**src/rtl/window_feeder_if.sv**
```systemverilog
// Handshake/bus bundle between a pixel source, the window feeder and the window consumer.
interface window_feeder_if #(
  parameter int unsigned PIXEL_WIDTH = 30,
  parameter int unsigned IMG_W       = 32,
  parameter int unsigned IMG_H       = 32
);
  localparam int unsigned COL_W = (IMG_W > 1) ? $clog2(IMG_W) : 1;
  localparam int unsigned ROW_W = (IMG_H > 1) ? $clog2(IMG_H) : 1;

  logic                   start;
  logic                   in_valid;
  logic                   in_ready;
  logic [PIXEL_WIDTH-1:0] in_pixel;
  logic                   shift_en;
  logic                   shift_dir;
  logic [PIXEL_WIDTH-1:0] pixel_out;
  logic                   window_valid;
  logic                   win_ack;
  logic [COL_W-1:0]       win_col;
  logic [ROW_W-1:0]       win_row;
  logic                   frame_done;

  // Feeder side
  modport slave (
    input  start, in_valid, in_pixel, win_ack,
    output in_ready, shift_en, shift_dir, pixel_out, window_valid,
           win_col, win_row, frame_done
  );

  // Source / consumer side
  modport master (
    output start, in_valid, in_pixel, win_ack,
    input  in_ready, shift_en, shift_dir, pixel_out, window_valid,
           win_col, win_row, frame_done
  );
endinterface

```
**src/rtl/window_feeder.sv**
```systemverilog
// Sliding-window feeder: streams column-band-ordered pixels into a shift-register
// window array, fills the first window of each band top-to-bottom, then slides one
// column at a time, presenting each settled window until the consumer acknowledges.
module window_feeder #(
  parameter int unsigned PIXEL_WIDTH = 30,
  parameter int unsigned WINDOW_W    = 9,
  parameter int unsigned WINDOW_H    = 9,
  parameter int unsigned IMG_W       = 32,
  parameter int unsigned IMG_H       = 32
) (
  input  logic          clock,
  input  logic          reset,
  window_feeder_if.slave bus
);
  localparam int unsigned FILL_N   = WINDOW_W * WINDOW_H;
  localparam int unsigned CNT_W    = $clog2(FILL_N + 1);
  localparam int unsigned COL_W    = (IMG_W > 1) ? $clog2(IMG_W) : 1;
  localparam int unsigned ROW_W    = (IMG_H > 1) ? $clog2(IMG_H) : 1;
  localparam int unsigned LAST_COL = IMG_W - WINDOW_W;
  localparam int unsigned LAST_ROW = IMG_H - WINDOW_H;

  typedef enum logic [2:0] {
    S_IDLE,
    S_FILL,
    S_SLIDE,
    S_SETTLE,
    S_HOLD,
    S_DONE
  } state_t;

  state_t                 state_q, state_d;
  logic [CNT_W-1:0]       shift_cnt_q, shift_cnt_d;
  logic [COL_W-1:0]       win_col_q, win_col_d;
  logic [ROW_W-1:0]       win_row_q, win_row_d;
  logic                   in_ready_q, in_ready_d;
  logic                   shift_en_q, shift_en_d;
  logic                   shift_dir_q, shift_dir_d;
  logic [PIXEL_WIDTH-1:0] pixel_out_q, pixel_out_d;
  logic                   window_valid_q, window_valid_d;
  logic                   frame_done_q, frame_done_d;
  logic                   accept_c;

  // Next-state, counters and registered-output intent
  always_comb begin
    state_d        = state_q;
    shift_cnt_d    = shift_cnt_q;
    win_col_d      = win_col_q;
    win_row_d      = win_row_q;
    shift_dir_d    = shift_dir_q;
    pixel_out_d    = pixel_out_q;
    accept_c       = bus.in_valid & ((state_q == S_FILL) | (state_q == S_SLIDE));
    shift_en_d     = accept_c;

    if (accept_c) begin
      pixel_out_d = bus.in_pixel;
      shift_dir_d = (state_q == S_SLIDE);
    end

    unique case (state_q)
      S_IDLE: begin
        if (bus.start) begin
          state_d     = S_FILL;
          shift_cnt_d = '0;
          win_col_d   = '0;
          win_row_d   = '0;
        end
      end
      S_FILL: begin
        if (accept_c) begin
          if (shift_cnt_q == CNT_W'(FILL_N - 1)) begin
            shift_cnt_d = '0;
            state_d     = S_SETTLE;
          end else begin
            shift_cnt_d = shift_cnt_q + CNT_W'(1);
          end
        end
      end
      S_SLIDE: begin
        if (accept_c) begin
          if (shift_cnt_q == CNT_W'(WINDOW_H - 1)) begin
            shift_cnt_d = '0;
            state_d     = S_SETTLE;
          end else begin
            shift_cnt_d = shift_cnt_q + CNT_W'(1);
          end
        end
      end
      S_SETTLE: begin
        state_d = S_HOLD;
      end
      S_HOLD: begin
        if (bus.win_ack) begin
          shift_cnt_d = '0;
          if (win_col_q < COL_W'(LAST_COL)) begin
            win_col_d = win_col_q + COL_W'(1);
            state_d   = S_SLIDE;
          end else if (win_row_q < ROW_W'(LAST_ROW)) begin
            win_col_d = '0;
            win_row_d = win_row_q + ROW_W'(1);
            state_d   = S_FILL;
          end else begin
            state_d   = S_DONE;
          end
        end
      end
      S_DONE: begin
        state_d = S_IDLE;
      end
      default: begin
        state_d = S_IDLE;
      end
    endcase

    in_ready_d     = (state_d == S_FILL) | (state_d == S_SLIDE);
    window_valid_d = (state_d == S_HOLD);
    frame_done_d   = (state_d == S_DONE);
  end

  // State and output registers with synchronous active-low reset
  always_ff @(posedge clock) begin
    if (!reset) begin
      state_q        <= S_IDLE;
      shift_cnt_q    <= '0;
      win_col_q      <= '0;
      win_row_q      <= '0;
      in_ready_q     <= 1'b0;
      shift_en_q     <= 1'b0;
      shift_dir_q    <= 1'b0;
      pixel_out_q    <= '0;
      window_valid_q <= 1'b0;
      frame_done_q   <= 1'b0;
    end else begin
      state_q        <= state_d;
      shift_cnt_q    <= shift_cnt_d;
      win_col_q      <= win_col_d;
      win_row_q      <= win_row_d;
      in_ready_q     <= in_ready_d;
      shift_en_q     <= shift_en_d;
      shift_dir_q    <= shift_dir_d;
      pixel_out_q    <= pixel_out_d;
      window_valid_q <= window_valid_d;
      frame_done_q   <= frame_done_d;
    end
  end

  assign bus.in_ready     = in_ready_q;
  assign bus.shift_en     = shift_en_q;
  assign bus.shift_dir    = shift_dir_q;
  assign bus.pixel_out    = pixel_out_q;
  assign bus.window_valid = window_valid_q;
  assign bus.win_col      = win_col_q;
  assign bus.win_row      = win_row_q;
  assign bus.frame_done   = frame_done_q;
endmodule

```
**src/flat_wrapper.sv**
```systemverilog
// flat-port wrapper written by rule: the top's interface ports become plain ports
module window_feeder_flat 
#(
  parameter int unsigned PIXEL_WIDTH = 30,
  parameter int unsigned WINDOW_W    = 9,
  parameter int unsigned WINDOW_H    = 9,
  parameter int unsigned IMG_W       = 32,
  parameter int unsigned IMG_H       = 32
)
  (clock, reset, bus_start, bus_in_valid, bus_in_pixel, bus_win_ack, bus_in_ready, bus_shift_en, bus_shift_dir, bus_pixel_out, bus_window_valid, bus_win_col, bus_win_row, bus_frame_done);
  window_feeder_if #(.PIXEL_WIDTH(PIXEL_WIDTH), .IMG_W(IMG_W), .IMG_H(IMG_H)) bus_i ();
  input  logic clock;
  input  logic reset;
  input wire logic [$bits(bus_i.start)-1:0] bus_start;
  input wire logic [$bits(bus_i.in_valid)-1:0] bus_in_valid;
  input wire logic [$bits(bus_i.in_pixel)-1:0] bus_in_pixel;
  input wire logic [$bits(bus_i.win_ack)-1:0] bus_win_ack;
  output wire logic [$bits(bus_i.in_ready)-1:0] bus_in_ready;
  output wire logic [$bits(bus_i.shift_en)-1:0] bus_shift_en;
  output wire logic [$bits(bus_i.shift_dir)-1:0] bus_shift_dir;
  output wire logic [$bits(bus_i.pixel_out)-1:0] bus_pixel_out;
  output wire logic [$bits(bus_i.window_valid)-1:0] bus_window_valid;
  output wire logic [$bits(bus_i.win_col)-1:0] bus_win_col;
  output wire logic [$bits(bus_i.win_row)-1:0] bus_win_row;
  output wire logic [$bits(bus_i.frame_done)-1:0] bus_frame_done;
  assign bus_i.start = bus_start;
  assign bus_i.in_valid = bus_in_valid;
  assign bus_i.in_pixel = bus_in_pixel;
  assign bus_i.win_ack = bus_win_ack;
  assign bus_in_ready = bus_i.in_ready;
  assign bus_shift_en = bus_i.shift_en;
  assign bus_shift_dir = bus_i.shift_dir;
  assign bus_pixel_out = bus_i.pixel_out;
  assign bus_window_valid = bus_i.window_valid;
  assign bus_win_col = bus_i.win_col;
  assign bus_win_row = bus_i.win_row;
  assign bus_frame_done = bus_i.frame_done;
  window_feeder #(.PIXEL_WIDTH(PIXEL_WIDTH), .WINDOW_W(WINDOW_W), .WINDOW_H(WINDOW_H), .IMG_W(IMG_W), .IMG_H(IMG_H)) u_core (.clock(clock), .reset(reset), .bus(bus_i));
endmodule
```
**config.mk**
```make
export PLATFORM = sky130hd
export DESIGN_NAME = window_feeder_flat
export DESIGN_NICKNAME = d
export VERILOG_FILES = /design/src/rtl/window_feeder_if.sv /design/src/rtl/window_feeder.sv /design/src/flat_wrapper.sv
export SDC_FILE = /design/constraint.sdc
export NUM_CORES = 1
export LEC_CHECK = 0
export ABC_AREA = 1
export ABC_CLOCK_PERIOD_IN_PS = 2100
export CAP_MARGIN = 25
export CORE_AREA = 2 2 75 77
export DETAILED_ROUTE_END_ITERATION = 16
export DIE_AREA = 0 0 77 79
export MAX_ROUTING_LAYER = met4
export PLACE_DENSITY_LB_ADDON = 0.2
export SETUP_SLACK_MARGIN = 0.02
export SYNTH_ARGS = -nofsm -noshare
export SYNTH_HDL_FRONTEND = slang
export SYNTH_SLANG_ARGS = --single-unit
```
**constraint.sdc**
```tcl
create_clock -name clock -period 2.1 [get_ports clock]
set_input_delay 0.21 -clock clock [delete_from_list [all_inputs] [get_ports clock]]
set_output_delay 0.21 -clock clock [all_outputs]
set_load 0.01 [all_outputs]
```
# Word level (Yosys, flattened, before mapping)
# Index checks and enable logic that the tools add are counted.
# classes
n_addsub	3
magnitude_cmp	2
n_eq_ne	17
muxes	25
bitwise	3
reduce_logical	6
# ops
cell	n
$mux 7	6
$mux 5	7
$pmux 7 s4	1
$mux 3	8
$pmux 5 s2	2
$pmux 3 s5	1
$add 5x1->5 const B	2
$lt 5x5->1 const B	2
$reduce_and 5->1	2
$eq 3x2->1 const B	3
$eq 3x3->1 const B	3
$add 7x1->7 const B	1
$eq 7x4->1 const B	1
$eq 7x7->1 const B	1
$eq 3x1->1 const B	2
$ne 2x1->1 const B	3
$ne 2x2->1 const B	3
$reduce_and 4->1	1
$reduce_bool 4->1	1
$logic_not 3->1	1
$ne 3x1->1 const B	1
$or 1x1->1	2
$reduce_bool 2->1	1
$and 1x1->1	1
# word_totals
ff_bits	55
inputBits	35
out_inout_bits	45
wordCells	66

# Depth between registers and ports, before layout
# depth
depth_word	7
depth_mapped	10
mapped_depth_nobuf	10

# Worst setup path after synthesis
# OpenSTA, ideal clock, no wires.
# synth_timing
kind	register to register
from	register u_core.win_col_q[2] (netlist: u_core.bus.win_col[2])
to	register u_core.win_row_q[1] (netlist: u_core.bus.win_row[1])
setup_time_ps	128
arrival_time_ps	1151
required_ps	1972
slack_ps	821
path_stages_with_launch	8
n_path_buf	0
period_less_slack_ps	1279
path_cell_list	dfxtp_1 > nand3_1 > nand2_1 > nand2_1 > nand2_2 > nand3_4 > o21ai_1 > nor2_1
# synth_via
elab_chain_cells	3
# synth_lines
element	line	rtl
start, declared	window_feeder.sv:33	logic [COL_W-1:0] win_col_q, win_col_d;
start signal, assigned	window_feeder.sv:135	win_col_q <= win_col_d;
$lt 5x5->1	window_feeder.sv:94	if (win_col_q < COL_W'(LAST_COL)) begin
$ne 2x2->1 (no line)	--	
$reduce_and 5->1 (no line)	--	
end signal, assigned	window_feeder.sv:136	win_row_q <= win_row_d;
end, declared	window_feeder.sv:34	logic [ROW_W-1:0] win_row_q, win_row_d;
# No other way between the ends.
# A chain may end at the register's enable or synchronous reset.

# Final worst setup path
# layout_timing
from	register u_core.win_row_q[2] (netlist: u_core.bus.win_row[2])
to	output port bus_win_row[2]
# layout_lines
element	line	rtl
end, declared	flat_wrapper.sv:24	output wire logic [$bits(bus_i.win_row)-1:0] bus_win_row;
# No word-level cell between the ends.

==> flow_summary.json <==
{
  "flow.area_growth_from_synthesis_pct": 38.3,
  "cell_breakdown_of_the_critical_path": "clkdlybuf4s50_1",
  "unrepaired_setup_endpoints_after_global_routing": "false",
  "place_ws_ns": 0.465,
  "post_cts_resize_count": 0,
  "post-route-worst-setup-slack_ns": 0.551,
  "number_of_nets_produced_by_synthesis": 380,
  "total_length_of_routed_wires_um": 5720,
  "worst_path_dominant_cell_family": "buffers and inverters",
  "timing.max_cap.violations": 0,
  "startpoint_type": "register",
  "final-instance-count-excl-fill": 490,
  "max_freq_mhz": 646,
  "cts_tree": "yes",
  "insertedDiodeCount": 0,
  "layout.nets": 456,
  "status": "finished clean",
  "final_weighted_congestion_in_routability_driven_placement": 0.888,
  "post_dp_cell_area_um2": 3330,
  "worstSkewPairLatency_ns": 0.31,
  "synth_cells": 341,
  "number_of_distinct_library_cells_after_synthesis": 26,
  "slew_violations": 0,
  "clock_tree.root_cell": "sky130_fd_sc_hd__clkbuf_8",
  "timing.rr.end": "u_core.shift_cnt_q[0]",
  "setup_bufs_post_cts": 0,
  "core-area_um2": 5340,
  "irDropWorstVdd_mv": 0.450,
  "clk_pin_slew_ns": 0.10,
  "fin_tns_setup_ns": 0,
  "number_of_buffer_and_inverter_stages_on_the_critical_path": 1,
  "pwr_density_cell_nw_per_um2": 596,
  "starting_density_of_the_core_pct": 46.5,
  "grt_max_degree": 31,
  "worst_slew_pin_slew_ns": 0.361,
  "regToRegSetupSlack_ns": 0.58,
  "hold_crit_path_type": "reg -> reg",
  "drc": 0,
  "critical_path.endpoint_type": "output port",
  "whs_path_depth": 2,
  "routed-via-count": 2401,
  "placed_cells_incl_taps": 482,
  "design.die.area_um2": 6080,
  "drt-initial-drc-count": 194,
  "antenna_violations_before_repair": 0,
  "critical_path.max_stage_delay_ns": 0.58,
  "max_slew_margin_pct": 75.8,
  "grt_usage_pct": 20.4,
  "post_drt_wl_per_cell_um": 11.7,
  "final_report_setup_violation_count": 0,
  "cellLeakagePower_uw": 0.00131,
  "htreeDepth": 2,
  "top_level_ports": 80,
  "synth_edf_count": 0,
  "r2r.worst_path.cells": 7,
  "drive_above_1_share_pct": 7.89,
  "fin_crit_ns": 1.55,
  "min_period_over_period_pct": 73.7,
  "synth_ff_type": "sky130_fd_sc_hd__dfxtp_1",
  "numCtsBuffers": 5,
  "avgViaCountPerCell": 4.90,
  "min_delay_worst_endpoint": "u_core.bus.pixel_out[4]",
  "yosysWarningCount": 0,
  "dp.final_hpwl_um": 4180,
  "die_x_um": 77,
  "stdcell_area_um2": 3430,
  "netlist_area_um2": 2480,
  "asyncSetResetFlopFracSynth_pct": 0,
  "cts_hold_buf": 0,
  "critical_path_arrival_ns": 1.34,
  "detailedRoute.firstPassIterationCount": 4,
  "timing_worst_setup_path_type": "reg -> out",
  "clock_sinks": 55,
  "fillCellCount": 525,
  "hold_start": "u_core.bus.pixel_out[4]",
  "die_h_um": 79,
  "rows": 27,
  "avgSynthCellArea_um2": 7.27,
  "final_hold_viol_count": 0,
  "worst_r2r_startpoint": "u_core.state_q[0]",
  "globalRoute.totalOverflow": 0,
  "clock_skew_ns": 0.00536,
  "timing.critical_path.required_ns": 1.89,
  "cp_max_fo": 7,
  "synth.yosys.seq_area_share_pct": 44.4,
  "portBuffers": 79,
  "first_pass_grt_wire_length_um": 10000,
  "critPathSlowestCell": "sky130_fd_sc_hd__clkdlybuf4s50_1",
  "cts.path.max_buffers": 2,
  "detail-route-antenna-nets": 0,
  "first_global_vias": 2296,
  "synth-seq-cells": 55
}
==> cell usage after synthesis (2+ instances only) <==
master | number | area share [%]
sky130_fd_sc_hd__a21oi_1 | 44 | 8.9
sky130_fd_sc_hd__buf_2 | 6 | 1.2
sky130_fd_sc_hd__clkbuf_1 | 9 | 1.4
sky130_fd_sc_hd__dfxtp_1 | 55 | 44
sky130_fd_sc_hd__ha_1 | 4 | 2.0
sky130_fd_sc_hd__inv_1 | 27 | 4.1
sky130_fd_sc_hd__inv_2 | 3 | 0.45
sky130_fd_sc_hd__nand2_1 | 74 | 11
sky130_fd_sc_hd__nand2_2 | 4 | 1.0
sky130_fd_sc_hd__nand2_4 | 5 | 2.3
sky130_fd_sc_hd__nand3_1 | 46 | 9.3
sky130_fd_sc_hd__nand3_2 | 3 | 1.2
sky130_fd_sc_hd__nand4_1 | 6 | 1.5
sky130_fd_sc_hd__nor2_1 | 36 | 5.4
sky130_fd_sc_hd__nor3_1 | 2 | 0.40
sky130_fd_sc_hd__o21ai_0 | 2 | 0.40
sky130_fd_sc_hd__o21ai_1 | 5 | 1.0
sky130_fd_sc_hd__xnor2_1 | 2 | 0.71
==> through the flow <==
step	utilization (%)	hold slack (ns)	total power, uW
final	64.3	0.464	2050
after detailed placement	62.4	0.453	1450
after global placement	62.4	0.447	1450
after global routing	64.3	0.470	2140
after CTS	64.3	0.459	2070
after floorplan	-	0.372	1290
==> kinds of logic after synthesis <==
logic type / count (synthesis) / synth area share (%)
AND/OR/NAND/NOR: 180 / 34.2
flip-flops: 55 / 44.4
AO/OA/AOI/OAI: 52 / 10.6
buffers and inverters: 47 / 7.72
adder cells (fa/ha/maj): 4 / 2.02
XOR/XNOR: 3 / 1.06
==> flip-flops by register name, summed over array words and instances, names as in the netlist <==
register / cells
u_core.bus.win_row: 5
u_core.shift_cnt_q: 7
u_core.bus.pixel_out: 30
u_core.bus.in_ready: 1
u_core.bus.frame_done: 1
u_core.bus.shift_dir: 1
u_core.bus.win_col: 5
u_core.bus.window_valid: 1
u_core.bus.shift_en: 1
u_core.state_q: 3
==> placed cells by master, fill, tap and decap left out, types with 2 or more instances in the layout <==
cell type and n:
sky130_fd_sc_hd__ha_1 4, sky130_fd_sc_hd__nor3_1 2, sky130_fd_sc_hd__nand2_1 74, sky130_fd_sc_hd__xnor2_1 2
sky130_fd_sc_hd__inv_2 3, sky130_fd_sc_hd__o21ai_1 5, sky130_fd_sc_hd__clkdlybuf4s50_1 79, sky130_fd_sc_hd__clkbuf_8 6
sky130_fd_sc_hd__nand4_1 6, sky130_fd_sc_hd__o21ai_0 2, sky130_fd_sc_hd__a21oi_1 44, sky130_fd_sc_hd__inv_1 27
sky130_fd_sc_hd__nand2_2 4, sky130_fd_sc_hd__nand2_4 5, sky130_fd_sc_hd__buf_4 6, sky130_fd_sc_hd__nor2_1 36
sky130_fd_sc_hd__nand3_1 46, sky130_fd_sc_hd__nand3_2 3, sky130_fd_sc_hd__dfxtp_1 55
==> cell type report <==
cell class / instances / area (um2) / area share, %
Clock buffer: 6 / 82.6 / 2.41
Clock inverter: 2 / 16.3 / 0.474
Inverter: 31 / 116 / 3.39
Multi-Input combinational cell: 239 / 1190 / 34.6
Sequential cell: 55 / 1100 / 32.1
Tap cell: 72 / 90.1 / 2.63
Timing Repair Buffer: 85 / 836 / 24.4
==> power by group <==
part	total [uW]	internal [uW]	switching (uW)
Clock	621	270	351
Combinational	321	165	156
Sequential	1100	1080	23.7
==> worst max-delay path by stage <==
| stage | start | to | slack, ns | cells past startpoint |
|---|---|---|---|---|
| 6_report | u_core.bus.win_row[2] | bus_win_row[2] | 0.55 | 1 |
| 5_1_grt | u_core.state_q[0] | u_core.shift_cnt_q[0] | 0.43 | 7 |
| 4_1_cts | u_core.bus.win_row[2] | bus_win_row[2] | 0.54 | 1 |
| 3_5_place_dp | bus_start | u_core.shift_cnt_q[6] | 0.46 | 8 |
| 3_3_place_gp | bus_win_ack | u_core.shift_cnt_q[6] | 0.50 | 8 |
| 2_1_floorplan | u_core.bus.win_col[2] | u_core.bus.win_row[1] | 0.82 | 7 |
==> layer usage <==
metal  global-route usage, %  vias up  part of all wire (%)
met1                    24.4     1087                    45
met2                    36.0       50                    49
li1                        -     1259                     -
met3                    3.86        5                   4.4
met4                    4.82        0                  0.94
met5                       -        -                     0
(Power assumes the default switching activity.)
